$ cat src/rtl/apb_multi_timer_pkg.sv
// Shared register map, CTRL bit positions and the CTRL struct for the multi-channel timer.
// Pure definitions: no logic, no latency, no flow control.
package apb_multi_timer_pkg;

  localparam logic [3:0]  OFF_LOAD      = 4'h0;
  localparam logic [3:0]  OFF_CTRL      = 4'h4;
  localparam logic [3:0]  OFF_COUNT     = 4'h8;
  localparam logic [3:0]  OFF_STATUS    = 4'hC;
  localparam logic [15:0] ADDR_PRESCALE = 16'h0100;
  localparam logic [15:0] ADDR_IRQ_SUM  = 16'h0104;
  localparam int          CH_STRIDE     = 'h10;

  localparam int CTRL_EN      = 0;
  localparam int CTRL_ONESHOT = 1;
  localparam int CTRL_IE      = 2;

  typedef struct packed {
    logic ie;
    logic oneshot;
    logic en;
  } ctrl_t;

endpackage

$ cat src/rtl/apb_multi_timer_if.sv
// APB slave bundle for the timer register block; zero wait state, so pready is constant 1.
// No internal latency; the slave never stalls the master.
interface apb_multi_timer_if;
  logic        psel;
  logic        penable;
  logic        pwrite;
  logic [15:0] paddr;
  logic [31:0] pwdata;
  logic [31:0] prdata;
  logic        pready;
  logic        pslverr;

  modport master (
    output psel, penable, pwrite, paddr, pwdata,
    input  prdata, pready, pslverr
  );

  modport slave (
    input  psel, penable, pwrite, paddr, pwdata,
    output prdata, pready, pslverr
  );
endinterface

$ cat src/rtl/apb_multi_timer_channel.sv
// One countdown channel: LOAD/CTRL registers, counter, sticky expire flag and registered irq.
// Writes and expiries act on the clock edge, irq lags the expire flag by one cycle; no backpressure.
module timer_channel
  import apb_multi_timer_pkg::*;
#(
  parameter int WIDTH = 16
) (
  input  logic             clk,
  input  logic             rst_n,
  input  logic             tick,
  input  logic             load_we,
  input  logic [WIDTH-1:0] load_wdat,
  input  logic             ctrl_we,
  input  ctrl_t            ctrl_wdat,
  input  logic             status_clr,
  output logic [WIDTH-1:0] load,
  output ctrl_t            ctrl,
  output logic [WIDTH-1:0] count,
  output logic             exp,
  output logic             irq
);
  logic expire;
  logic start;

  // COUNT of 0 or 1 both expire, so LOAD=0 gives a one-tick period
  assign expire = tick & ctrl.en & (count <= WIDTH'(1));
  assign start  = ctrl_we & ctrl_wdat.en & ~ctrl.en;

  always_ff @(posedge clk or negedge rst_n) begin
    if (!rst_n) begin
      load  <= '0;
      ctrl  <= '0;
      count <= '0;
      exp   <= 1'b0;
      irq   <= 1'b0;
    end else begin
      if (load_we) load <= load_wdat;

      if (ctrl_we)                     ctrl    <= ctrl_wdat;
      else if (expire && ctrl.oneshot) ctrl.en <= 1'b0;

      if (start)                count <= load;
      else if (expire)          count <= ctrl.oneshot ? '0 : load;
      else if (tick && ctrl.en) count <= count - WIDTH'(1);

      // a fresh expiry beats a concurrent write-1-to-clear
      if (expire)          exp <= 1'b1;
      else if (status_clr) exp <= 1'b0;

      irq <= exp & ctrl.ie;
    end
  end
endmodule

$ cat src/rtl/apb_multi_timer.sv
// NUM_CH countdown timers behind an APB slave: address decode, shared prescaler, interrupt combining.
// Reads are combinational, writes commit in the access phase, irq is registered; pready is always 1.
module apb_multi_timer
  import apb_multi_timer_pkg::*;
#(
  parameter int NUM_CH  = 4,
  parameter int WIDTH   = 16,
  parameter int PRESC_W = 8
) (
  input  logic              clk,
  input  logic              rst_n,
  apb_multi_timer_if.slave  apb,
  output logic [NUM_CH-1:0] irq_ch,
  output logic              irq
);
  localparam logic [15:0] CH_SPACE = 16'(NUM_CH * CH_STRIDE);

  logic               acc_wr;
  logic               in_ch;
  logic               is_presc;
  logic               is_sum;
  logic [3:0]         ch_idx;
  logic [1:0]         reg_sel;
  logic               tick;
  logic [PRESC_W-1:0] presc_q;
  logic [PRESC_W-1:0] presc_cnt;
  logic [NUM_CH-1:0]  exp_v;
  logic [NUM_CH-1:0]  ie_v;
  logic [WIDTH-1:0]   load_v  [NUM_CH];
  logic [WIDTH-1:0]   count_v [NUM_CH];
  ctrl_t              ctrl_v  [NUM_CH];
  logic               unused_pwdata;

  assign acc_wr        = apb.psel & apb.penable & apb.pwrite;
  assign in_ch         = apb.paddr < CH_SPACE;
  assign is_presc      = apb.paddr == ADDR_PRESCALE;
  assign is_sum        = apb.paddr == ADDR_IRQ_SUM;
  assign ch_idx        = apb.paddr[7:4];
  assign reg_sel       = apb.paddr[3:2];
  assign apb.pready    = 1'b1;
  assign apb.pslverr   = apb.psel & apb.penable & ~(in_ch | is_presc | is_sum);
  assign unused_pwdata = ^apb.pwdata;

  // New PRESCALE values only land when the down-counter next reloads
  assign tick = (presc_cnt == '0);

  always_ff @(posedge clk or negedge rst_n) begin
    if (!rst_n) begin
      presc_q   <= '0;
      presc_cnt <= '0;
      irq       <= 1'b0;
    end else begin
      if (acc_wr && is_presc) presc_q <= apb.pwdata[PRESC_W-1:0];
      presc_cnt <= tick ? presc_q : presc_cnt - PRESC_W'(1);
      irq       <= |(exp_v & ie_v);
    end
  end

  for (genvar n = 0; n < NUM_CH; n++) begin : g_ch
    logic sel;
    assign sel     = acc_wr & in_ch & (ch_idx == 4'(n));
    assign ie_v[n] = ctrl_v[n].ie;

    timer_channel #(.WIDTH(WIDTH)) u_ch (
      .clk        (clk),
      .rst_n      (rst_n),
      .tick       (tick),
      .load_we    (sel && (reg_sel == OFF_LOAD[3:2])),
      .load_wdat  (apb.pwdata[WIDTH-1:0]),
      .ctrl_we    (sel && (reg_sel == OFF_CTRL[3:2])),
      .ctrl_wdat  (ctrl_t'(apb.pwdata[CTRL_IE:CTRL_EN])),
      .status_clr (sel && (reg_sel == OFF_STATUS[3:2]) && apb.pwdata[0]),
      .load       (load_v[n]),
      .ctrl       (ctrl_v[n]),
      .count      (count_v[n]),
      .exp        (exp_v[n]),
      .irq        (irq_ch[n])
    );
  end

  always_comb begin
    apb.prdata = '0;
    if (is_presc) begin
      apb.prdata[PRESC_W-1:0] = presc_q;
    end else if (is_sum) begin
      apb.prdata[NUM_CH-1:0] = exp_v;
    end else if (in_ch) begin
      for (int c = 0; c < NUM_CH; c++) begin
        if (ch_idx == 4'(c)) begin
          case (reg_sel)
            OFF_LOAD[3:2]:  apb.prdata[WIDTH-1:0] = load_v[c];
            OFF_CTRL[3:2]:  apb.prdata[2:0]       = ctrl_v[c];
            OFF_COUNT[3:2]: apb.prdata[WIDTH-1:0] = count_v[c];
            default:        apb.prdata[0]         = exp_v[c];
          endcase
        end
      end
    end
  end
endmodule

$ cat src/flat_wrapper.sv
// flat-port wrapper written by rule: the top's interface ports become plain ports
module apb_multi_timer_flat import apb_multi_timer_pkg::*;
#(
  parameter int NUM_CH  = 4,
  parameter int WIDTH   = 16,
  parameter int PRESC_W = 8
)
  (clk, rst_n, irq_ch, irq, apb_psel, apb_penable, apb_pwrite, apb_paddr, apb_pwdata, apb_prdata, apb_pready, apb_pslverr);
  apb_multi_timer_if apb_i ();
  input  logic clk;
  input  logic rst_n;
  output logic [NUM_CH-1:0] irq_ch;
  output logic irq;
  input wire logic [$bits(apb_i.psel)-1:0] apb_psel;
  input wire logic [$bits(apb_i.penable)-1:0] apb_penable;
  input wire logic [$bits(apb_i.pwrite)-1:0] apb_pwrite;
  input wire logic [$bits(apb_i.paddr)-1:0] apb_paddr;
  input wire logic [$bits(apb_i.pwdata)-1:0] apb_pwdata;
  output wire logic [$bits(apb_i.prdata)-1:0] apb_prdata;
  output wire logic [$bits(apb_i.pready)-1:0] apb_pready;
  output wire logic [$bits(apb_i.pslverr)-1:0] apb_pslverr;
  assign apb_i.psel = apb_psel;
  assign apb_i.penable = apb_penable;
  assign apb_i.pwrite = apb_pwrite;
  assign apb_i.paddr = apb_paddr;
  assign apb_i.pwdata = apb_pwdata;
  assign apb_prdata = apb_i.prdata;
  assign apb_pready = apb_i.pready;
  assign apb_pslverr = apb_i.pslverr;
  apb_multi_timer #(.NUM_CH(NUM_CH), .WIDTH(WIDTH), .PRESC_W(PRESC_W)) u_core (.clk(clk), .rst_n(rst_n), .apb(apb_i), .irq_ch(irq_ch), .irq(irq));
endmodule
$ cat config.mk
export PLATFORM = sky130hd
export DESIGN_NAME = apb_multi_timer_flat
export DESIGN_NICKNAME = d
export VERILOG_FILES = /design/src/rtl/apb_multi_timer_pkg.sv /design/src/rtl/apb_multi_timer_if.sv /design/src/rtl/apb_multi_timer_channel.sv /design/src/rtl/apb_multi_timer.sv /design/src/flat_wrapper.sv
export SDC_FILE = /design/constraint.sdc
export NUM_CORES = 1
export LEC_CHECK = 0
export BUFFER_PORTS_ARGS = -buffer_cell sky130_fd_sc_hd__buf_2
export CAP_MARGIN = 20
export CELL_PAD_IN_SITES_DETAIL_PLACEMENT = 1
export CELL_PAD_IN_SITES_GLOBAL_PLACEMENT = 2
export CORE_UTILIZATION = 42
export DETAILED_ROUTE_END_ITERATION = 10
export GPL_ROUTABILITY_DRIVEN = 0
export HOLD_SLACK_MARGIN = 0.15
export PLACE_DENSITY = 0.83
export SYNTH_ARGS = -nofsm -noshare
export SYNTH_HDL_FRONTEND = slang
export SYNTH_HIERARCHICAL = 1
export SYNTH_SLANG_ARGS = --single-unit
$ cat constraint.sdc
create_clock -name clk -period 6.1 [get_ports clk]
set_clock_uncertainty 0.05 [all_clocks]
set_input_delay 0.305 -clock clk [delete_from_list [all_inputs] [get_ports clk]]
set_output_delay 0.305 -clock clk [all_outputs]
set_load 0.005 [all_outputs]
Word-level counts from Yosys, hierarchy flattened
Cells that the tools add are included.
- logic and storage cells: 183
- input bits: 53
- output and inout bits: 39
- register bits after elaboration: 165
- magnitude comparators: 5
- bitwise gates (word level): 36
- equality and inequality tests: 8
- reductions and logical operators: 41
- $add $sub $neg: 5
- multiplexer cells: 57
- operator list (cell ; number):
    two-way mux 16 bit ; 24
    case mux 13 bit (2 select lines) ; 4
    less-or-equal comparator 16 x 1 -> 1 bit (second input constant) ; 4
    subtractor 16 x 1 -> 16 bit (second input constant) ; 4
    == test 16 x 9 -> 1 bit (second input constant) ; 2
    bitwise AND 1 bit ; 28
    logical AND 1 bit ; 25
    two-way mux 8 bit ; 3
    case mux 2 bit (3 select lines) ; 4
    < comparator 16 x 7 -> 1 bit (second input constant) ; 1
    two-way mux 1 bit ; 16
    nonzero test 2 bit ; 8
    two-way mux 12 bit ; 1
    case mux 1 bit (3 select lines) ; 4
    nonzero test 3 bit ; 4
    == test 4 x 2 -> 1 bit (second input constant) ; 2
    logical NOT 8 bit ; 1
    subtractor 8 x 1 -> 8 bit (second input constant) ; 1
    NOT 1 bit ; 5
    bitwise AND 4 bit ; 1
    == test 2 bit (second input constant) ; 2
    == test 4 x 1 -> 1 bit (second input constant) ; 1
    logical NOT 4 bit ; 1
    two-way mux 4 bit ; 1
    other kinds (4) ; 5

Depth between registers and ports, before layout
- word-level depth: 15
- depth in mapped cells: 12
- depth with buffers taken out: 10

Modules after synthesis
Netlist, hierarchy kept.
- modules (own cells, without submodules) (module ; cells an instance ; area each (um2) ; seq. area each (um2) ; instances):
    timer_channel ; 178 ; 1846.8 ; 925.9 ; 4
    apb_multi_timer ; 280 ; 2458.6 ; 425.4 ; 1

Least setup slack after synthesis
No wires, ideal clock.
- path type: reg-to-reg
- start point: reg u_core.presc_cnt[3]
- end point: reg u_core.g_ch[0].u_ch.count[6]
- path buffers: 2
- setup slack: 3.395 ns
- data required time: 5.926 ns
- data arrival time: 2.530 ns
- stages on the path, launching flop included: 11
- library setup time: 0.124 ns
- clock period less this slack: 2.705 ns
- cell sequence: dfrtp_1 > nor4_1 > nand3_1 > clkbuf_1 > inv_1 > and3b_1 > nor4b_4 > nand2_2 > buf_6 > a32oi_1 > a21oi_1
- word-level cells in the longest chain between the ends: 5
- elaborated cells between the ends (all ways): 7
- those cells by class: mux: 2; bitwise: 2; reduce/logical: 3
- ends and longest elaborated chain (what ; RTL line ; RTL):
    start: declaration ; apb_multi_timer.sv:26 ; logic [PRESC_W-1:0] presc_cnt;
    start signal: assignment ; apb_multi_timer.sv:54 ; presc_cnt <= tick ? presc_q : presc_cnt - PRESC_W'(1);
    logical NOT 8 bit (*) ; apb_multi_timer.sv:45 ; assign tick = (presc_cnt == '0);
    net u_core.tick ; apb_multi_timer.sv:24 ; logic tick;
    bitwise AND 1 bit (2 in series) ; apb_multi_timer_channel.sv:26 ; assign expire = tick & ctrl.en & (count <= WIDTH'(1));
    two-way mux 16 bit ; apb_multi_timer_channel.sv:43 ; else if (expire) count <= ctrl.oneshot ? '0 : load;
    two-way mux 16 bit ; apb_multi_timer_channel.sv:42 ; if (start) count <= load;
    end signal: assignment ; apb_multi_timer_channel.sv:42 ;
    end signal: assignment ; apb_multi_timer_channel.sv:43 ;
    end signal: assignment ; apb_multi_timer_channel.sv:44 ; else if (tick && ctrl.en) count <= count - WIDTH'(1);
    end: declaration ; apb_multi_timer_channel.sv:18 ; output logic [WIDTH-1:0] count,
The timed path passes the listed nets; every way through them passes the cells marked *.
A chain may end at the register's enable or synchronous reset.

Worst setup path in the final report
- start point: reg u_core.presc_cnt[3]
- end point: reg u_core.g_ch[0].u_ch.count[13]
The elaborated chain is that of the path after synthesis.

==> out/metrics.cfg <==
[hold_path]
hold_class=in -> reg

[clock_network]
cts_num_sinks=165
clk_pin_slew_ns=0.07
cts_tree=built
post_cts_buffers=0
ctsHtreeMaxLevel=4
clockBufferDepth=2
cts_resized=0
clk_latency_ns=0.43
clockRootBuffer=clkbuf_16
cts_buffers=17

[setup_path]
cpMaxStageDelayCell=inv_1
crit_chain=nor4_1, nand3_1, inv_1, and3b_1, nor4b_4, nand2_2, a21oi_1, o21ai_0
worstPathRequired_ns=6.33
path_class=reg -> reg
start_kind=register
arrival_ns=3.93
critPathMaxStageDelay_ns=0.58
critPathCaptureType=register
path_max_fanout=17

[global_routing]
track_usage_pct=28.0
grt_pass1_wl_um=50600
grt_antenna_before_repair=0
overflow=0
grt_max_degree=93
grt_pass1_vias=8388

[timing]
rsz0062_at_grt=false
finalMaxSlewViolations=0
period_minus_slack_ns=3.70
hold_viol=0
worstMarginPinSlew_ns=0.989
relSlewSlack_pct=34.1
finalSetupViolations=0
fmax_ghz=0.270
tns_ns=0
period_share_pct=60.7

[yosys]
synthAdderAreaFrac_pct=1.27
ys_types=63
synthMuxAreaShare_pct=16.1
synth_compound_area_share_pct=15.3
ys_async_sr_fraction_pct=100
yosys.area.top_type=dfrtp_1
yosysTopAreaCellShare_pct=41.9
yosys.area_share.simple_pct=19.2
synth_top_family_by_area=simple AND/OR/NAND/NOR gates
syn_avg_cell_area_sq_um=9.93
synth_common_cells=165 x dfrtp_1, 127 x nand2_1, 98 x mux2_2
ys_warn_count=6
synth_edf_count=0
yosysSeqAreaShare_pct=41.9
yosysMostFrequentCell=dfrtp_1
ys_seq_elements=165
synth-main-ff-cell=dfrtp_1
synth_area_sq_mm=0.00985
synthXorXnorAreaFrac_pct=1.16
synthTopCellsByArea=dfrtp_1 42%, mux2_2 11%, nand2_1 4.8%
netlist_instances=992

[final_layout]
seqCellArea_sq_mm=0.00413
area.growth.synth_to_final_pct=10.2
multi_input_area_sq_mm=0.00529
final_util_pct=47.5
antenna_cells=0
layout-drive-gt1-share_pct=25.1
fin_nets=1090
fill_cells=2621

[routing]
dr.pass1.iters=5
avgRoutedWirePerCell_um=23.7
drc=0
drt_iter0_markers=434
drtAntennaViolNets=0
wl_um=32100
via_per_inst=6.02
via_count=8143

[flow_run]
maxCapViolations=0

[power_and_ir_drop]
p_leak_uw=0.00481
vdd_drop_max_mv=0.177
power.density_mw_per_mm2=223

[floorplan]
die_h_um=155
core_sq_mm=0.0228
rows=55
die_w_um=155
die_area_sq_mm=0.0241
start_util_pct=43.1
ios=92

[place]
port_buffers=58
hpwlAfterDp_um=22500

[run_status]
status=finished clean

-- placed cells by master (no fill, tap or decap), drive strengths merged, types with 12 or more instances in the layout --
| master | instances |
|---|---|
| or4 | 17 |
| mux4 | 12 |
| nor2 | 77 |
| inv | 30 |
| nand2 | 131 |
| a21oi | 70 |
| clkbuf | 19 |
| o21ai | 37 |
| dfrtp | 165 |
| a32oi | 20 |
| conb | 17 |
| mux2 | 106 |
| nor3 | 17 |
| buf | 67 |
| or3 | 12 |
| nand3 | 46 |
| o211ai | 32 |
| mux2i | 12 |
| a22oi | 15 |
-- area by class of cell --
class | count | share of cell area (%)
clock buffer | 19 | 4.08
clock inverter | 13 | 1.14
inverter | 26 | 0.900
multi-input combinational | 749 | 48.8
sequential | 165 | 38.1
tap | 313 | 3.61
timing repair buffer | 68 | 3.45
-- per-layer routing --
layer / global-route usage [%] / share of wire, % / vias up
li1: - / - / 3716
met1: 38.6 / 46 / 4173
met2: 43.7 / 46 / 207
met3: 5.85 / 5.2 / 47
met4: 9.10 / 2.7 / 0
met5: 0 / 0 / -
-- state kept, by name, indices dropped and copies added (netlist names) --
name,flops
u_core/presc_q,8
u_core/g_ch.u_ch/load,64
u_core/g_ch.u_ch/count,64
u_core/g_ch.u_ch/exp,4
u_core/g_ch.u_ch/ctrl,12
u_core/presc_cnt,8
u_core/g_ch.u_ch/irq,4
u_core/irq,1
-- worst paths after layout --
check | startpoint | endpoint | slack, ns | cells after the start
hold / removal | apb_pwdata[14] | u_core/g_ch[0].u_ch/load[14]$_DFFE_PN0P_ | 0.17 | 2
min in group asynchronous | rst_n | u_core/g_ch[3].u_ch/load[13]$_DFFE_PN0P_ | 0.50 | 2
setup / recovery | u_core/presc_cnt[3]$_DFF_PN0_ | u_core/g_ch[0].u_ch/count[13]$_DFFE_PN0P_ | 2.40 | 8
hold reg to reg | u_core/presc_cnt[0]$_DFF_PN0_ | u_core/presc_cnt[0]$_DFF_PN0_ | 0.45 | 1
max in group asynchronous | rst_n | u_core/g_ch[0].u_ch/count[3]$_DFFE_PN0P_ | 3.97 | 3
setup reg to reg | u_core/presc_cnt[3]$_DFF_PN0_ | u_core/g_ch[0].u_ch/count[13]$_DFFE_PN0P_ | 2.40 | 8
-- through the flow --
stage	hold slack [ns]	std cells	setup slack (ns)	area [sq um]	total power [uW]
floorplan	-0.0406	1007	3.40	9900	1290
global placement	0.418	1320	2.56	10300	1370
detailed placement	0.433	1320	2.47	10300	1370
CTS	0.167	1353	2.42	10800	2440
global route	0.165	1353	2.15	10800	2520
finish	0.169	1353	2.40	10800	2420
-- power by group --
group	total (uW)	switching [uW]	internal, uW
Combinational	203	128	75.6
Clock	1070	493	578
Sequential	1150	26.2	1120
Total	2420	647	1780
-- logic make-up after synthesis --
kind of cell,Yosys count
DFF,165
and+or+nand+nor,359
muxes,130
adders and majority gates,10
AOI/OAI and AO/OA,220
buffers and inverters,93
other,2
xor gates and xnor gates,13
-- what timing repair did --
| action | in CTS | in global routing |
|---|---|---|
| hold endpoints to repair | 91 | 0 |
| hold buffers | 1 | 0 |
| endpoints found under the setup margin | 0 | 0 |
-- worst max-delay path, delay by kind of cell (launching register included) --
| family | cells | cell delay, ns |
|---|---|---|
| AO/OA/AOI/OAI | 2 | 0.43 |
| buffers and inverters | 1 | 0.58 |
| flip-flops | 1 | 0.43 |
| AND/OR/NAND/NOR | 5 | 2.04 |
Note: power is estimated with default switching activity, not from simulation.
